**src/rtl/int_res_readout.sv**
```systemverilog
// int_res_readout: streams a contiguous vector of intermediate results from
// int-res memory to the host over valid/ready, one read outstanding at a time,
// and reports the index of the largest (signed) element once the vector is sent.
module int_res_readout #(
  parameter int INT_RES_DEPTH = 57344,
  parameter int ADDR_W        = 16,
  parameter int SW_W          = 15,
  parameter int DW_W          = 30,
  parameter int LEN_W         = 7
) (
  input  logic              clk,
  input  logic              rst,
  input  logic              start,
  input  logic [ADDR_W-1:0] base_addr,
  input  logic [LEN_W-1:0]  num_elem,
  input  logic              width,
  output logic              mem_rd_en,
  output logic [ADDR_W-1:0] mem_rd_addr,
  output logic              mem_rd_width,
  input  logic [DW_W-1:0]   mem_rd_data,
  input  logic              mem_rd_valid,
  output logic              out_valid,
  input  logic              out_ready,
  output logic [DW_W-1:0]   out_data,
  output logic              out_last,
  output logic              busy,
  output logic              done,
  output logic              err,
  output logic [LEN_W-1:0]  argmax_idx
);

  // Two extra bits so base + 2*64 can never wrap before the depth check.
  localparam int EW       = ADDR_W + 2;
  localparam int MAX_ELEM = 64;

  typedef enum logic [2:0] {
    S_IDLE, S_CHECK, S_READ, S_WAIT, S_SEND, S_DONE
  } state_t;

  state_t             state_reg, state_next;
  logic [ADDR_W-1:0]  base_reg;
  logic [LEN_W-1:0]   num_reg;
  logic               width_reg;
  logic [LEN_W-1:0]   idx_reg;
  logic [DW_W-1:0]    max_reg;
  logic [LEN_W-1:0]   win_reg;
  logic               err_reg;
  logic [DW_W-1:0]    out_data_reg;
  logic               out_last_reg;
  logic [LEN_W-1:0]   argmax_idx_reg;

  logic [EW-1:0]      span;
  logic [EW-1:0]      end_addr;
  logic               range_bad;
  logic [ADDR_W-1:0]  idx_ext;
  logic [ADDR_W-1:0]  rd_addr;
  logic [DW_W-1:0]    rd_sext;
  logic               is_last;
  logic               better;

  // Address arithmetic, range check and element comparison.
  always_comb begin
    span      = width_reg ? (EW'(num_reg) << 1) : EW'(num_reg);
    end_addr  = EW'(base_reg) + span;
    range_bad = (num_reg > LEN_W'(MAX_ELEM)) || (end_addr > EW'(INT_RES_DEPTH));
    idx_ext   = ADDR_W'(idx_reg);
    rd_addr   = base_reg + (width_reg ? (idx_ext << 1) : idx_ext);
    rd_sext   = {{(DW_W-SW_W){mem_rd_data[SW_W-1]}}, mem_rd_data[SW_W-1:0]};
    is_last   = (idx_reg == (num_reg - LEN_W'(1)));
    // Strict greater-than so ties keep the earlier index.
    better    = (idx_reg == '0) || ($signed(out_data_reg) > $signed(max_reg));
  end

  // State register.
  always_ff @(posedge clk or posedge rst) begin
    if (rst) state_reg <= S_IDLE;
    else     state_reg <= state_next;
  end

  // Next-state logic.
  always_comb begin
    state_next = state_reg;
    case (state_reg)
      S_IDLE:  if (start) state_next = S_CHECK;
      S_CHECK: state_next = ((num_reg == '0) || range_bad) ? S_DONE : S_READ;
      S_READ:  state_next = S_WAIT;
      S_WAIT:  if (mem_rd_valid) state_next = S_SEND;
      S_SEND:  if (out_ready) state_next = out_last_reg ? S_DONE : S_READ;
      S_DONE:  state_next = S_IDLE;
      default: state_next = S_IDLE;
    endcase
  end

  // Transfer context, captured element and running argmax.
  always_ff @(posedge clk or posedge rst) begin
    if (rst) begin
      base_reg       <= '0;
      num_reg        <= '0;
      width_reg      <= 1'b0;
      idx_reg        <= '0;
      max_reg        <= '0;
      win_reg        <= '0;
      err_reg        <= 1'b0;
      out_data_reg   <= '0;
      out_last_reg   <= 1'b0;
      argmax_idx_reg <= '0;
    end else begin
      case (state_reg)
        S_IDLE: if (start) begin
          base_reg  <= base_addr;
          num_reg   <= num_elem;
          width_reg <= width;
          idx_reg   <= '0;
          max_reg   <= '0;
          win_reg   <= '0;
          err_reg   <= 1'b0;
        end
        S_CHECK: err_reg <= (num_reg != '0) && range_bad;
        S_WAIT: if (mem_rd_valid) begin
          out_data_reg <= width_reg ? mem_rd_data : rd_sext;
          out_last_reg <= is_last;
        end
        S_SEND: if (out_ready) begin
          if (better) begin
            max_reg <= out_data_reg;
            win_reg <= idx_reg;
          end
          idx_reg <= idx_reg + LEN_W'(1);
          // Publish the winner as the transfer ends so it is valid alongside done.
          if (out_last_reg) argmax_idx_reg <= better ? idx_reg : win_reg;
        end
        default: ;
      endcase
    end
  end

  // Moore outputs decoded from the state.
  always_comb begin
    mem_rd_en    = (state_reg == S_READ);
    mem_rd_addr  = (state_reg == S_READ) ? rd_addr : '0;
    mem_rd_width = (state_reg == S_READ) ? width_reg : 1'b0;
    out_valid    = (state_reg == S_SEND);
    out_data     = out_data_reg;
    out_last     = (state_reg == S_SEND) && out_last_reg;
    busy         = (state_reg != S_IDLE);
    done         = (state_reg == S_DONE);
    err          = (state_reg == S_DONE) && err_reg;
    argmax_idx   = argmax_idx_reg;
  end

endmodule

```
**config.mk**
```make
export PLATFORM = sky130hd
export DESIGN_NAME = int_res_readout
export DESIGN_NICKNAME = d
export VERILOG_FILES = /design/src/rtl/int_res_readout.sv
export SDC_FILE = /design/constraint.sdc
export NUM_CORES = 1
export LEC_CHECK = 0
export CAP_MARGIN = 20
export CELL_PAD_IN_SITES_DETAIL_PLACEMENT = 1
export CELL_PAD_IN_SITES_GLOBAL_PLACEMENT = 2
export CORE_MARGIN = 5
export CORE_UTILIZATION = 36
export CTS_CLUSTER_DIAMETER = 200
export DETAILED_ROUTE_END_ITERATION = 16
export PLACE_DENSITY_LB_ADDON = 0.1
export REMOVE_ABC_BUFFERS = 1
export SLEW_MARGIN = 0
export SYNTH_ARGS = -nofsm -noshare
export SYNTH_HDL_FRONTEND = slang
export SYNTH_SLANG_ARGS = --single-unit
export TNS_END_PERCENT = 10
```
**constraint.sdc**
```tcl
create_clock -name clk -period 11.25 [get_ports clk]
set_input_delay 2.25 -clock clk [delete_from_list [all_inputs] [get_ports clk]]
set_output_delay 2.25 -clock clk [all_outputs]
set_load 0.005 [all_outputs]
```
# Word level (Yosys, flattened, before mapping)
# Index checks and enable logic that the tools add are counted.
# W data, S select, Z words.
op_classes:
  n_addsub: 4
  order_cmp: 3
  n_eq_ne: 10
  muxes: 23
  reduce_logical: 20
ops:
  columns: ["op", "count"]
  rows:
  - ["$mux W30", 4]
  - ["$pmux W30 S2", 1]
  - ["$gt A30 B30 Y1", 1]
  - ["$mux W7", 4]
  - ["$pmux W7 S2", 2]
  - ["$add A16 B8 Y17", 1]
  - ["$gt A17 B16 Y1 const B", 1]
  - ["$add A16 B8 Y16", 1]
  - ["$mux W16", 1]
  - ["$mux W8", 2]
  - ["$mux W3", 5]
  - ["$pmux W3 S5", 1]
  - ["$logic_not A7 Y1", 2]
  - ["$reduce_and A3 Y1", 3]
  - ["$add A7 B1 Y7 const B", 1]
  - ["$eq A7 B7 Y1", 1]
  - ["$gt A7 B7 Y1 const B", 1]
  - ["$reduce_bool A7 Y1", 1]
  - ["$sub A7 B1 Y7 const B", 1]
  - ["$eq A3 B2 Y1 const B", 2]
  - ["$eq A3 B3 Y1 const B", 2]
  - ["$reduce_and A2 Y1", 3]
  - ["$ne A2 B1 Y1 const B", 2]
  - ["$ne A2 B2 Y1 const B", 2]
  - ["9 further kinds", 15]
word_totals:
  reg_bits: 110
  input_bits: 59
  out_inout_bits: 60
  word_cells: 71

# Longest topological paths before layout
logic_depth:
  word_depth: 7
  mapped_depth: 13
  ltp_nobuf: 12

# Worst setup path before layout
# OpenSTA, ideal clock, no wires.
synth_timing:
  kind: "register -> output"
  start: "register width_reg"
  end: "output port mem_rd_addr[15]"
  arrival_time_ns: 2.593
  t_required_ns: 9.000
  setup_slack_ns: 6.407
  stages_incl_launch_ff: 12
  path_buffers: 2
  cell_sequence: "dfrtp_1 clkbuf_1 clkbuf_1 o21ai_0 ha_1 a21o_1 a21oi_1 o21ba_2 o21ai_0 a41oi_1 or3_1 a21oi_1"
synth_between:
  elab_chain_len: 3
synth_lines:
  columns: ["element", "line_no", "text"]
  rows:
  - ["start: declaration", "43", "logic width_reg;"]
  - ["start signal: assignment", "112", "width_reg <= width;"]
  - ["$mux W8", "67", "rd_addr = base_reg + (width_reg ? (idx_ext << 1) : idx_ext);"]
  - ["$add A16 B8 Y16", "67", null]
  - ["$mux W16", "140", "mem_rd_addr = (state_reg == S_READ) ? rd_addr : '0;"]
  - ["end: declaration", "18", "output logic [ADDR_W-1:0] mem_rd_addr,"]
# No other way between the ends.

# Worst setup path in the final report
layout_timing:
  start: "register idx_reg[1]"
  end: "output port mem_rd_addr[15]"
layout_between:
  elab_chain_len: 3
layout_lines:
  columns: ["element", "line_no", "text"]
  rows:
  - ["start: declaration", "44", "logic [LEN_W-1:0] idx_reg;"]
  - ["start signal: assignment", "128", "idx_reg <= idx_reg + LEN_W'(1);"]
  - ["$mux W8", "67", null]
  - ["$add A16 B8 Y16", "67", null]
  - ["$mux W16", "140", null]
# No other way between the ends.

==> flow_summary.toml <==
[global_routing]
gr-total-overflow = 0
antenna_found_initial = 0
grt_max_degree = 66
grt_use_total_pct = 17.4
grt_pass1_wl_um = 30800
grt_pass1_vias = 6042

[critical_path]
cp-end-kind = "output port"
crit_start = "idx_reg[1]"
cp.required_ns = 9.00
worstSetupStartpointType = "flop"
path_max_fanout = 8
cp.arrival_ns = 3.69
crit_type = "reg2out"
worst_path_max_delay_cell = "clkdlybuf4s50_1"
critPathMaxStageDelay_ns = 0.54
cpMostUsedCell = "o21ai_0"
r2r-start = "width_reg"
path_cells = "inv_1 > o21ai_0 > ha_1 > a21o_1 > a21oi_1 > o21ba_2 > o21ai_0 > a41oi_1 > o21ai_0 > a21oi_1 > clkdlybuf4s50_1"

[logic_synthesis]
ys_top_cells_by_area = "dfrtp_1, ha_1, mux2_2"
netlist_area_um2 = 6750
syn_inst = 685
synthFlopType = "dfrtp_1"
yosys_warnings = 0
synth-seq-cells = 110
yosysTopAreaCell = "dfrtp_1"
ys_seq_area_share_pct = 40.8
yosysUniqueCellTypes = 59
syn_area_per_cell_um2 = 9.85
async_reset_ff_share_pct = 100
synth_edf_count = 0
yosys.area.top_type_share_pct = 40.8

[timing]
slew_viol_final = 0
setup_tns_ns = 0
fin_crit_ns = 5.94
skew_ns = 0.00880
fmax_mhz = 168
relSlewSlack_pct = 42.2
worst_pin_slew_ns = 0.866
rsz0062_at_grt = "no"
setup_viol = 0
min_period_over_period_pct = 52.8
final_hold_viol_count = 0

[routing]
first_iter_violations = 139
ant_nets = 0
wirelength_um = 18200
first_pass_iters = 4
drc = 0
dr_total_vias = 5516
viasPerCell = 5.41
wl_per_cell_um = 17.9

[cts]
post-cts-setup-buffers = 0
cts_htree_levels = 3
holdBufCountCts = 0
ctsRootBufferMaster = "clkbuf_16"
numCtsBuffers = 9
cts.path.max_buffers = 2
cts.sinks = 110
cts.clk_slew.worst_paths_ns = 0.07
clock_latency_ns = 0.36
cts_tree = "done"
cts_resized = 0

[pwr]
p_leak_nw = 3.59
power_mw = 2.36
peakVddDrop_mv = 0.131
power.density_nw_per_um2 = 281

[placement]
hpwlAfterDp_um = 13500
gp_congestion = 0.833
numPortBuffers = 118

[die]
num_rows = 50
io_pins = 119
initial_core_util_pct = 36.3
core_um2 = 18600
die-area_um2 = 21600
die_w_um = 147
die_h_um = 147

[min_path]
hold_path_class = "reg2reg"
worstHoldStart = "err_reg"

[status]
status = "finished clean"

[finish]
diodes = 0
layout-drive-gt1-share_pct = 10.1
syn_to_final_growth_pct = 24.5
fillCellCount = 2067
nets = 892

[flow_run]
cap_violations = 0
==> per-layer routing <==
layer	wire length (µm)	track usage (%)	part of all wire (%)
met4	323	4.85	1.8
met5	0	0	0
met3	630	4.23	3.5
met2	9150	30.6	50
met1	8140	21.4	45
==> report_power, final <==
part / internal (mW) / switching [mW] / total (mW) / leakage [nW]
Clock: 0.174 / 0.152 / 0.326 / 0.140
Combinational: 0.641 / 0.649 / 1.29 / 2.03
Sequential: 0.551 / 0.194 / 0.745 / 1.42
Total: 1.37 / 0.995 / 2.36 / 3.59
==> cell usage after synthesis, types with 3 or more instances <==
| cell | number |
|---|---|
| xnor2_1 | 14 |
| inv_1 | 48 |
| and2_1 | 8 |
| nor2b_1 | 13 |
| dfrtp_1 | 110 |
| nand2_1 | 53 |
| clkbuf_1 | 32 |
| nand2b_1 | 5 |
| nor4_1 | 3 |
| a31oi_1 | 6 |
| o21ai_0 | 44 |
| mux2_2 | 45 |
| ha_1 | 50 |
| nand3b_1 | 7 |
| nand3_1 | 9 |
| nand4_1 | 14 |
| nor2_1 | 41 |
| a221o_1 | 6 |
| a21oi_1 | 39 |
| buf_6 | 7 |
| a22o_1 | 36 |
| o21a_1 | 4 |
| xor2_1 | 16 |
| a21o_1 | 7 |
| or3_1 | 3 |
| nor3_1 | 8 |
| a211o_1 | 5 |
| and3_1 | 4 |
| a211oi_1 | 7 |
| o211ai_1 | 4 |
==> per-stage QoR <==
step	instance area [µm²]	utilization, %	hold WS [ns]	worst slack (ns)	instances
global placement	8060	43.4	0.477	5.77	1001
finish	8400	45.2	0.502	5.31	1019
global route	8400	45.2	0.523	4.99	1019
floorplan	6550	-	0.464	6.10	645
detailed placement	8060	43.4	0.491	5.62	1001
CTS	8350	44.9	0.511	5.21	1016
==> final cells by class <==
class | count | area [µm²] | share of cell area [%]
Tap cell | 234 | 293 | 3.49
Clock buffer | 11 | 233 | 2.77
Multi-Input combinational cell | 487 | 3620 | 43.1
Inverter | 48 | 183 | 2.17
Timing Repair Buffer | 125 | 1270 | 15.1
Clock inverter | 4 | 56.3 | 0.670
Sequential cell | 110 | 2750 | 32.8
==> critical path: cells and delay by family, from the launching register on <==
kind / cells / cell delay [ns]
adder cells (fa/ha/maj): 1 / 0.31
buffers and inverters: 2 / 0.66
AO/OA/AOI/OAI: 8 / 1.85
flip-flops: 1 / 0.51
==> worst paths after layout <==
kind                                        end  slack [ns]  depth (start not counted)
worst max-delay path            mem_rd_addr[15]        5.31                         11
worst min-delay path                    err_reg        0.50                          1
worst max register to register          err_reg        7.53                         11
worst min register to register          err_reg        0.50                          1
max in group asynchronous           base_reg[5]        7.64                          3
min in group asynchronous           out_data[3]        2.30                          2
==> cell families after synthesis <==
kind of cell               count (synthesis)  share of synthesized area [%]
buffers and inverters                     88                           5.67
adders and majority gates                 53                           10.0
DFF                                      110                           40.8
muxes                                     47                           7.81
and+or+nand+nor                          179                           13.4
AOI/OAI and AO/OA                        178                           18.4
xor gates and xnor gates                  30                           3.89
==> cell usage in the layout, fill, tap and decap left out, types with 9 or more instances in the layout <==
cell type	netlist	final
nand2_1	53	53
a22o_1	36	36
nor2b_1	13	13
mux2_2	45	45
a21oi_1	39	39
nor2_1	41	41
dfrtp_1	110	110
o21ai_0	44	44
xor2_1	16	16
ha_1	50	50
inv_1	48	47
nand4_1	14	14
clkbuf_16	0	9
clkdlybuf4s50_1	0	118
xnor2_1	14	14
(Power assumes the default switching activity.)
